**config.mk**
```make
export PLATFORM = sky130hd
export DESIGN_NAME = ex_stage
export DESIGN_NICKNAME = d
export VERILOG_FILES = /design/src/rtl/ex_stage.sv
export SDC_FILE = /design/constraint.sdc
export NUM_CORES = 2
export LEC_CHECK = 0
export CORE_MARGIN = 4
export CORE_UTILIZATION = 50
export DETAILED_ROUTE_END_ITERATION = 16
export PLACE_DENSITY_LB_ADDON = 0.25
export SLEW_MARGIN = 20
export SYNTH_ARGS = -nofsm -noshare
export SYNTH_HDL_FRONTEND = slang
export SYNTH_SLANG_ARGS = --single-unit
export TNS_END_PERCENT = 30
```
**constraint.sdc**
```tcl
create_clock -name clk_i -period 6.2 [get_ports clk_i]
set_input_delay 0.62 -clock clk_i [delete_from_list [all_inputs] [get_ports clk_i]]
set_output_delay 0.62 -clock clk_i [all_outputs]
set_load 0.02 [all_outputs]
```
**src/rtl/ex_stage.sv**
```systemverilog
// ex_stage: RV32 execute stage with forwarding, ALU, branch resolution and iterative mul/div
module ex_stage #(
    parameter int XLEN = 32
) (
    input  logic            clk_i,
    input  logic            rst_i,
    input  logic [XLEN-1:0] rd1E_i,
    input  logic [XLEN-1:0] rd2E_i,
    input  logic [XLEN-1:0] pcE_i,
    input  logic [XLEN-1:0] immextE_i,
    input  logic [XLEN-1:0] resultW_i,
    input  logic [XLEN-1:0] aluresultM_i,
    input  logic [1:0]      fwdAE_i,
    input  logic [1:0]      fwdBE_i,
    input  logic            alusrcE_i,
    input  logic [3:0]      alucontrolE_i,
    input  logic            branchE_i,
    input  logic            jumpE_i,
    input  logic            jalrE_i,
    input  logic [2:0]      funct3E_i,
    input  logic            mdvalidE_i,
    input  logic [2:0]      mdopE_i,
    output logic [XLEN-1:0] aluresultE_o,
    output logic [XLEN-1:0] writedataE_o,
    output logic [XLEN-1:0] pctargetE_o,
    output logic            pcsrcE_o,
    output logic            stallE_o
);
    typedef enum logic [1:0] {IDLE, BUSY, DONE} md_state_t;

    md_state_t   state;
    logic [5:0]  cnt;
    logic [63:0] acc_q;
    logic [31:0] opnd_q;
    logic [2:0]  op_q;
    logic        neg_q_q;
    logic        neg_r_q;

    logic [31:0] src_a, fwd_b, src_b, alu_res, md_res;
    logic [4:0]  shamt;
    logic        cond;

    assign fwd_b        = (fwdBE_i == 2'b01) ? resultW_i : (fwdBE_i == 2'b10) ? aluresultM_i : rd2E_i;
    assign src_a        = (fwdAE_i == 2'b01) ? resultW_i : (fwdAE_i == 2'b10) ? aluresultM_i : rd1E_i;
    assign src_b        = alusrcE_i ? immextE_i : fwd_b;
    assign shamt        = src_b[4:0];
    assign writedataE_o = fwd_b;

    // ALU operation select
    always_comb begin
        alu_res = 32'd0;
        case (alucontrolE_i)
            4'd0:  alu_res = src_a + src_b;
            4'd1:  alu_res = src_a - src_b;
            4'd2:  alu_res = src_a & src_b;
            4'd3:  alu_res = src_a | src_b;
            4'd4:  alu_res = src_a ^ src_b;
            4'd5:  alu_res = {31'd0, $signed(src_a) < $signed(src_b)};
            4'd6:  alu_res = {31'd0, src_a < src_b};
            4'd7:  alu_res = src_a << shamt;
            4'd8:  alu_res = src_a >> shamt;
            4'd9:  alu_res = $signed(src_a) >>> shamt;
            4'd10: alu_res = src_b;
            default: alu_res = 32'd0;
        endcase
    end

    // Branch condition compares the forwarded register operands, never the immediate
    always_comb begin
        cond = 1'b0;
        case (funct3E_i)
            3'b000: cond = src_a == fwd_b;
            3'b001: cond = src_a != fwd_b;
            3'b100: cond = $signed(src_a) < $signed(fwd_b);
            3'b101: cond = $signed(src_a) >= $signed(fwd_b);
            3'b110: cond = src_a < fwd_b;
            3'b111: cond = src_a >= fwd_b;
            default: cond = 1'b0;
        endcase
    end

    assign pcsrcE_o    = jumpE_i | jalrE_i | (branchE_i & cond);
    assign pctargetE_o = jalrE_i ? ((src_a + immextE_i) & ~32'd1) : pcE_i + immextE_i;

    // Mul/div datapath: acc holds {hi, lo}; mul shifts the multiplier out of lo,
    // divide shifts the dividend out of lo while quotient bits shift in.
    logic        is_mul, in_signed, in_mul;
    logic [31:0] abs_a, abs_b;
    logic [32:0] mul_sum, div_sh;
    logic [31:0] div_diff;
    logic        div_ge;
    logic [63:0] acc_next;

    assign in_signed = mdopE_i[2] & ~mdopE_i[0];
    assign in_mul    = ~mdopE_i[2];
    assign abs_a     = (in_signed & src_a[31]) ? -src_a : src_a;
    assign abs_b     = (in_signed & fwd_b[31]) ? -fwd_b : fwd_b;
    assign is_mul    = ~op_q[2];
    assign mul_sum   = {1'b0, acc_q[63:32]} + (acc_q[0] ? {1'b0, opnd_q} : 33'd0);
    assign div_sh    = {acc_q[63:32], acc_q[31]};
    assign div_ge    = div_sh >= {1'b0, opnd_q};
    assign div_diff  = div_sh[31:0] - opnd_q;
    assign acc_next  = is_mul ? {mul_sum, acc_q[31:1]}
                     : div_ge ? {div_diff, acc_q[30:0], 1'b1}
                     : {div_sh[31:0], acc_q[30:0], 1'b0};

    // Final result selection with sign fix-up for signed divide/remainder
    always_comb begin
        md_res = 32'd0;
        case (op_q)
            3'b000: md_res = acc_q[31:0];
            3'b001: md_res = acc_q[63:32];
            3'b100, 3'b101: md_res = neg_q_q ? -acc_q[31:0] : acc_q[31:0];
            3'b110, 3'b111: md_res = neg_r_q ? -acc_q[63:32] : acc_q[63:32];
            default: md_res = 32'd0;
        endcase
    end

    // Mul/div sequencer: latch operands, 32 iteration steps, one result cycle
    always_ff @(posedge clk_i) begin
        if (rst_i) begin
            state   <= IDLE;
            cnt     <= 6'd0;
            acc_q   <= 64'd0;
            opnd_q  <= 32'd0;
            op_q    <= 3'd0;
            neg_q_q <= 1'b0;
            neg_r_q <= 1'b0;
        end else begin
            case (state)
                IDLE: if (mdvalidE_i) begin
                    acc_q   <= {32'd0, in_mul ? abs_b : abs_a};
                    opnd_q  <= in_mul ? abs_a : abs_b;
                    op_q    <= mdopE_i;
                    neg_q_q <= in_signed & (src_a[31] ^ fwd_b[31]) & (fwd_b != 32'd0);
                    neg_r_q <= in_signed & src_a[31];
                    cnt     <= 6'd0;
                    state   <= BUSY;
                end
                BUSY: begin
                    acc_q <= acc_next;
                    cnt   <= cnt + 6'd1;
                    if (cnt == 6'd31) state <= DONE;
                end
                DONE: state <= IDLE;
                default: state <= IDLE;
            endcase
        end
    end

    assign stallE_o     = mdvalidE_i & (state != DONE);
    assign aluresultE_o = (mdvalidE_i & (state == DONE)) ? md_res : alu_res;
endmodule

```
==> impl_metrics.csv <==
group,metric,value,unit
outcome,outcome,"finished with violations",
outcome,violations,"negative setup slack",
power_and_ir_drop,power_density,179,nW/µm²
routing,drcViolationCount,0,
yosys,synth_edf_count,0,
clock_tree,cts.reportedPaths.clkPinSlew,0.08,ns
clock_tree,insertion_delay,0.37,ns
placement,hpwlAfterDp,115000,µm
global_route,track_usage,0.470,
job,maxCapViolations,0,
clock_tree,tritoncts,"built",
layout,syn2layout_area_growth,22.3,%
power_and_ir_drop,intPower,2.79,mW
sta,fin_worst_skew,0.0125,ns
routing,drt_iter0_markers,5141,
clock_tree,cts_setup_buffers,0,
clock_tree,htreeDepth,3,
power_and_ir_drop,p_sw,3.16,mW
sta,slew_viol_final,0,
global_route,grt_pass1_vias,32100,
yosys,synth_nets,4481,
power_and_ir_drop,leakage,14.3,nW
global_route,grt_max_degree,112,
floorplanning,die-height,241,µm
routing,drtPass1Iterations,6,
worst_setup_path,crit_path_cell_trace,"clkdlybuf4s50_1, buf_12, buf_4, nand2b_1, buf_12, o22a_1, o21a_1, inv_1, o21ai_2, buf_4, ha_1, inv_1, o21bai_1, a21o_1, a31o_2, buf_4, a31oi_1, nor2_1, a221o_1, xnor2_1, nor2_1, o31ai_1, o311ai_1, clkdlybuf4s50_1",
worst_setup_path,cp-start-kind,"input pin",
layout,fin_nets,4877,
sta,post-route-min-period,6.21,ns
placement,routabilityCongestion,1.13,
floorplanning,start_util,0.505,
routing,ant_nets,0,
layout,drive_gt1_frac,0.110,
yosys,yosysSeqAreaShare,0.0805,
worst_setup_path,crit_required,5.58,ns
hold_path,holdPathStages,2,
layout,fillers,5217,
sta,setup_tns,-0.00550,ns
sta,finalCritPeriodShare,1.00,
worst_setup_path,reg2reg_depth,15,
routing,wire_per_inst,28.1,µm
worst_setup_path,critPathCaptureType,"primary output",
sta,hold_viol,0,
clock_tree,cts-root-buf,"clkbuf_16",
sta,rsz0062_at_grt,"true",
routing,routed_wl,144000,µm
worst_setup_path,worst_path_most_repeated_cell,"buf_4",
yosys,yosysWarnings,0,
hold_path,min_path_type,"reg -> reg",
sta,worst_slew_pin_slew,1.11,ns
sta,whs,0.489,ns
floorplanning,coreArea,53700,µm²
routing,viasPerCell,6.92,
placement,dp.cells,5095,
worst_setup_path,critPathKind,"in -> out",
clock_tree,cts_max_path_buffers,2,
power_and_ir_drop,seqPwrFrac,0.143,
yosys,syn_avg_cell_area,6.76,µm²
global_route,grt_antenna_before_repair,13,
yosys,synth_ff_type,"dfxtp_1",
yosys,post_synth_instance_area,27100,µm²
sta,layout_setup_ws,-0.00550,ns
sta,setup_viol,1,
worst_setup_path,worstPathArrival,5.59,ns
placement,io_buffers,310,
routing,vias,35400,
yosys,syn_inst,4014,
sta,slew_headroom,0.258,
floorplanning,pin_count,311,
power_and_ir_drop,peakVddDrop,172,µV
sta,max_freq,0.161,GHz
floorplanning,die_area,58000,µm²
floorplanning,chipWidth,241,µm
global_route,grt_remaining_overflow,0,
worst_setup_path,critPathMaxStageDelay,0.59,ns
power_and_ir_drop,swShare,0.532,
clock_tree,ctsHoldBuffers,0,
global_route,grt_pass1_wl,208000,µm
floorplanning,rows,85,
yosys,synth_cell_type_count,105,
power_and_ir_drop,pwr-share-comb,0.756,
yosys,ys_ff_latch,109,
clock_tree,cts_buffers,9,
layout,instances_no_fill,5116,
layout,fin_area,33200,µm²
power_and_ir_drop,clkPwrFrac,0.102,
placement,place_area,32700,µm²
yosys,async_reset_ff_frac,0,
worst_setup_path,cp_max_fo,17,
clock_tree,cts.sinks,109,
worst_setup_path,cp_slowest_cell,"clkdlybuf4s50_1",
placement,place_ws,-0.443,ns
-- stage by stage --
stage,total power [mW],utilization
6_report,5.95,0.618
5_1_grt,6.20,0.618
4_1_cts,5.74,0.615
3_5_place_dp,5.13,0.609
3_3_place_gp,5.12,0.609
2_1_floorplan,3.34,-
-- repair_timing --
item,4_1_cts,5_1_grt
hold endpoints to repair,0,0
pin swaps,1,0
setup endpoints to repair,18,22
resized for setup,14,28
-- layout make-up --
type	count	area [µm²]	area share
Multi-Input combinational cell	3434	23300	0.702
Timing Repair Buffer	654	5770	0.174
Sequential cell	109	2190	0.0659
Tap cell	696	871	0.0263
Inverter	202	758	0.0229
Clock buffer	9	225	0.00679
Clock inverter	7	68.8	0.00207
Antenna cell	5	12.5	0.000377
-- power by group through the flow --
stage	Sequential, mW	Combinational [mW]	Clock, mW
3_3_place_gp	0.855	4.27	0
2_1_floorplan	0.801	2.53	0
3_5_place_dp	0.856	4.27	0
6_report	0.849	4.50	0.605
5_1_grt	0.854	4.72	0.629
4_1_cts	0.840	4.30	0.601
-- metal layers --
metal	track usage	part of all wire	up-vias
met5	0	0.00042	-
met1	0.607	0.38	16500
met2	0.695	0.41	2456
met3	0.118	0.13	603
met4	0.307	0.084	10
li1	-	-	15800
-- placed cells by master (no fill, tap or decap), types with 26 or more instances in the layout --
| master | instances |
|---|---|
| o221ai_1 | 36 |
| inv_1 | 185 |
| o211ai_1 | 82 |
| or3_1 | 27 |
| o31ai_1 | 40 |
| ha_1 | 249 |
| and3_1 | 30 |
| a211oi_1 | 115 |
| buf_4 | 345 |
| a21oi_1 | 389 |
| mux2i_1 | 175 |
| nand2b_1 | 42 |
| a31oi_1 | 37 |
| nand3_1 | 112 |
| a221oi_1 | 36 |
| a22oi_1 | 31 |
| clkdlybuf4s50_1 | 282 |
| o21bai_1 | 31 |
| mux2_2 | 26 |
| nand2_1 | 322 |
| xnor2_1 | 150 |
| nor3_1 | 80 |
| dfxtp_1 | 107 |
| o21ai_0 | 361 |
| nor2b_1 | 35 |
| nor2_1 | 380 |
| a21o_1 | 99 |
| xor2_1 | 57 |
| o21a_1 | 35 |
| o22ai_1 | 26 |
-- registers in the layout, summed over array words and instances (netlist names) --
signal / count
neg_r_q: 1
acc_q: 64
op_q: 3
cnt: 6
state: 2
opnd_q: 32
neg_q_q: 1
-- kinds of logic (layout without fill, tap and decap cells) --
family | count (synthesis) | count (layout) | share of synthesized area
mux | 206 | 206 | 0.0787
xor+xnor | 209 | 209 | 0.0678
simple gates | 1182 | 1182 | 0.205
flops | 109 | 109 | 0.0805
buf+inv | 471 | 872 | 0.0676
compound gates | 1582 | 1582 | 0.382
other cells | 0 | 5 | 0
fa+ha+maj | 255 | 255 | 0.119
-- synth_stat cells (18+ instances only) --
cell type / n / area (µm²)
and3_1: 30 / 188
nand2b_1: 42 / 263
buf_2: 19 / 95.1
o211ai_1: 82 / 616
nand4_1: 25 / 156
a211oi_1: 115 / 863
o22ai_1: 26 / 163
a21o_1: 99 / 743
nor3_1: 84 / 420
ha_1: 249 / 3120
nor4_1: 27 / 169
buf_1: 36 / 135
nand2_1: 323 / 1210
mux2i_1: 176 / 1760
a21oi_1: 394 / 1970
nor2_1: 383 / 1440
nor2b_1: 35 / 219
a221oi_1: 38 / 333
or3_1: 27 / 169
xor2_1: 58 / 508
o21bai_1: 31 / 233
or4_1: 24 / 180
dfxtp_1: 109 / 2180
nand3_1: 113 / 566
mux2_2: 26 / 293
o21ai_0: 368 / 1840
clkbuf_1: 204 / 766
o21ai_1: 18 / 90.1
a22oi_1: 31 / 233
o221ai_1: 36 / 315
o22a_1: 21 / 184
xnor2_1: 150 / 1310
inv_1: 185 / 694
o21a_1: 35 / 263
o31ai_1: 42 / 315
a31oi_1: 37 / 231
-- path summary, 6_finish.rpt --
| check | slack (ns) | from | to |
|---|---|---|---|
| max | -0.006 | fwdBE_i[1] | aluresultE_o[19] |
| min reg2reg | 0.49 | cnt[1] | cnt[1] |
| min | 0.49 | cnt[1] | cnt[1] |
| max reg2reg | 1.73 | acc_q[0] | acc_q[62] |
-- critical path, delay by kind of cell --
family / cells / cell delay [ns]
AOI/OAI and AO/OA: 10 / 1.90
xor gates and xnor gates: 1 / 0.14
adders and majority gates: 1 / 0.38
buffers and inverters: 9 / 2.20
and+or+nand+nor: 3 / 0.32
Power figures use the tool's default switching activity.
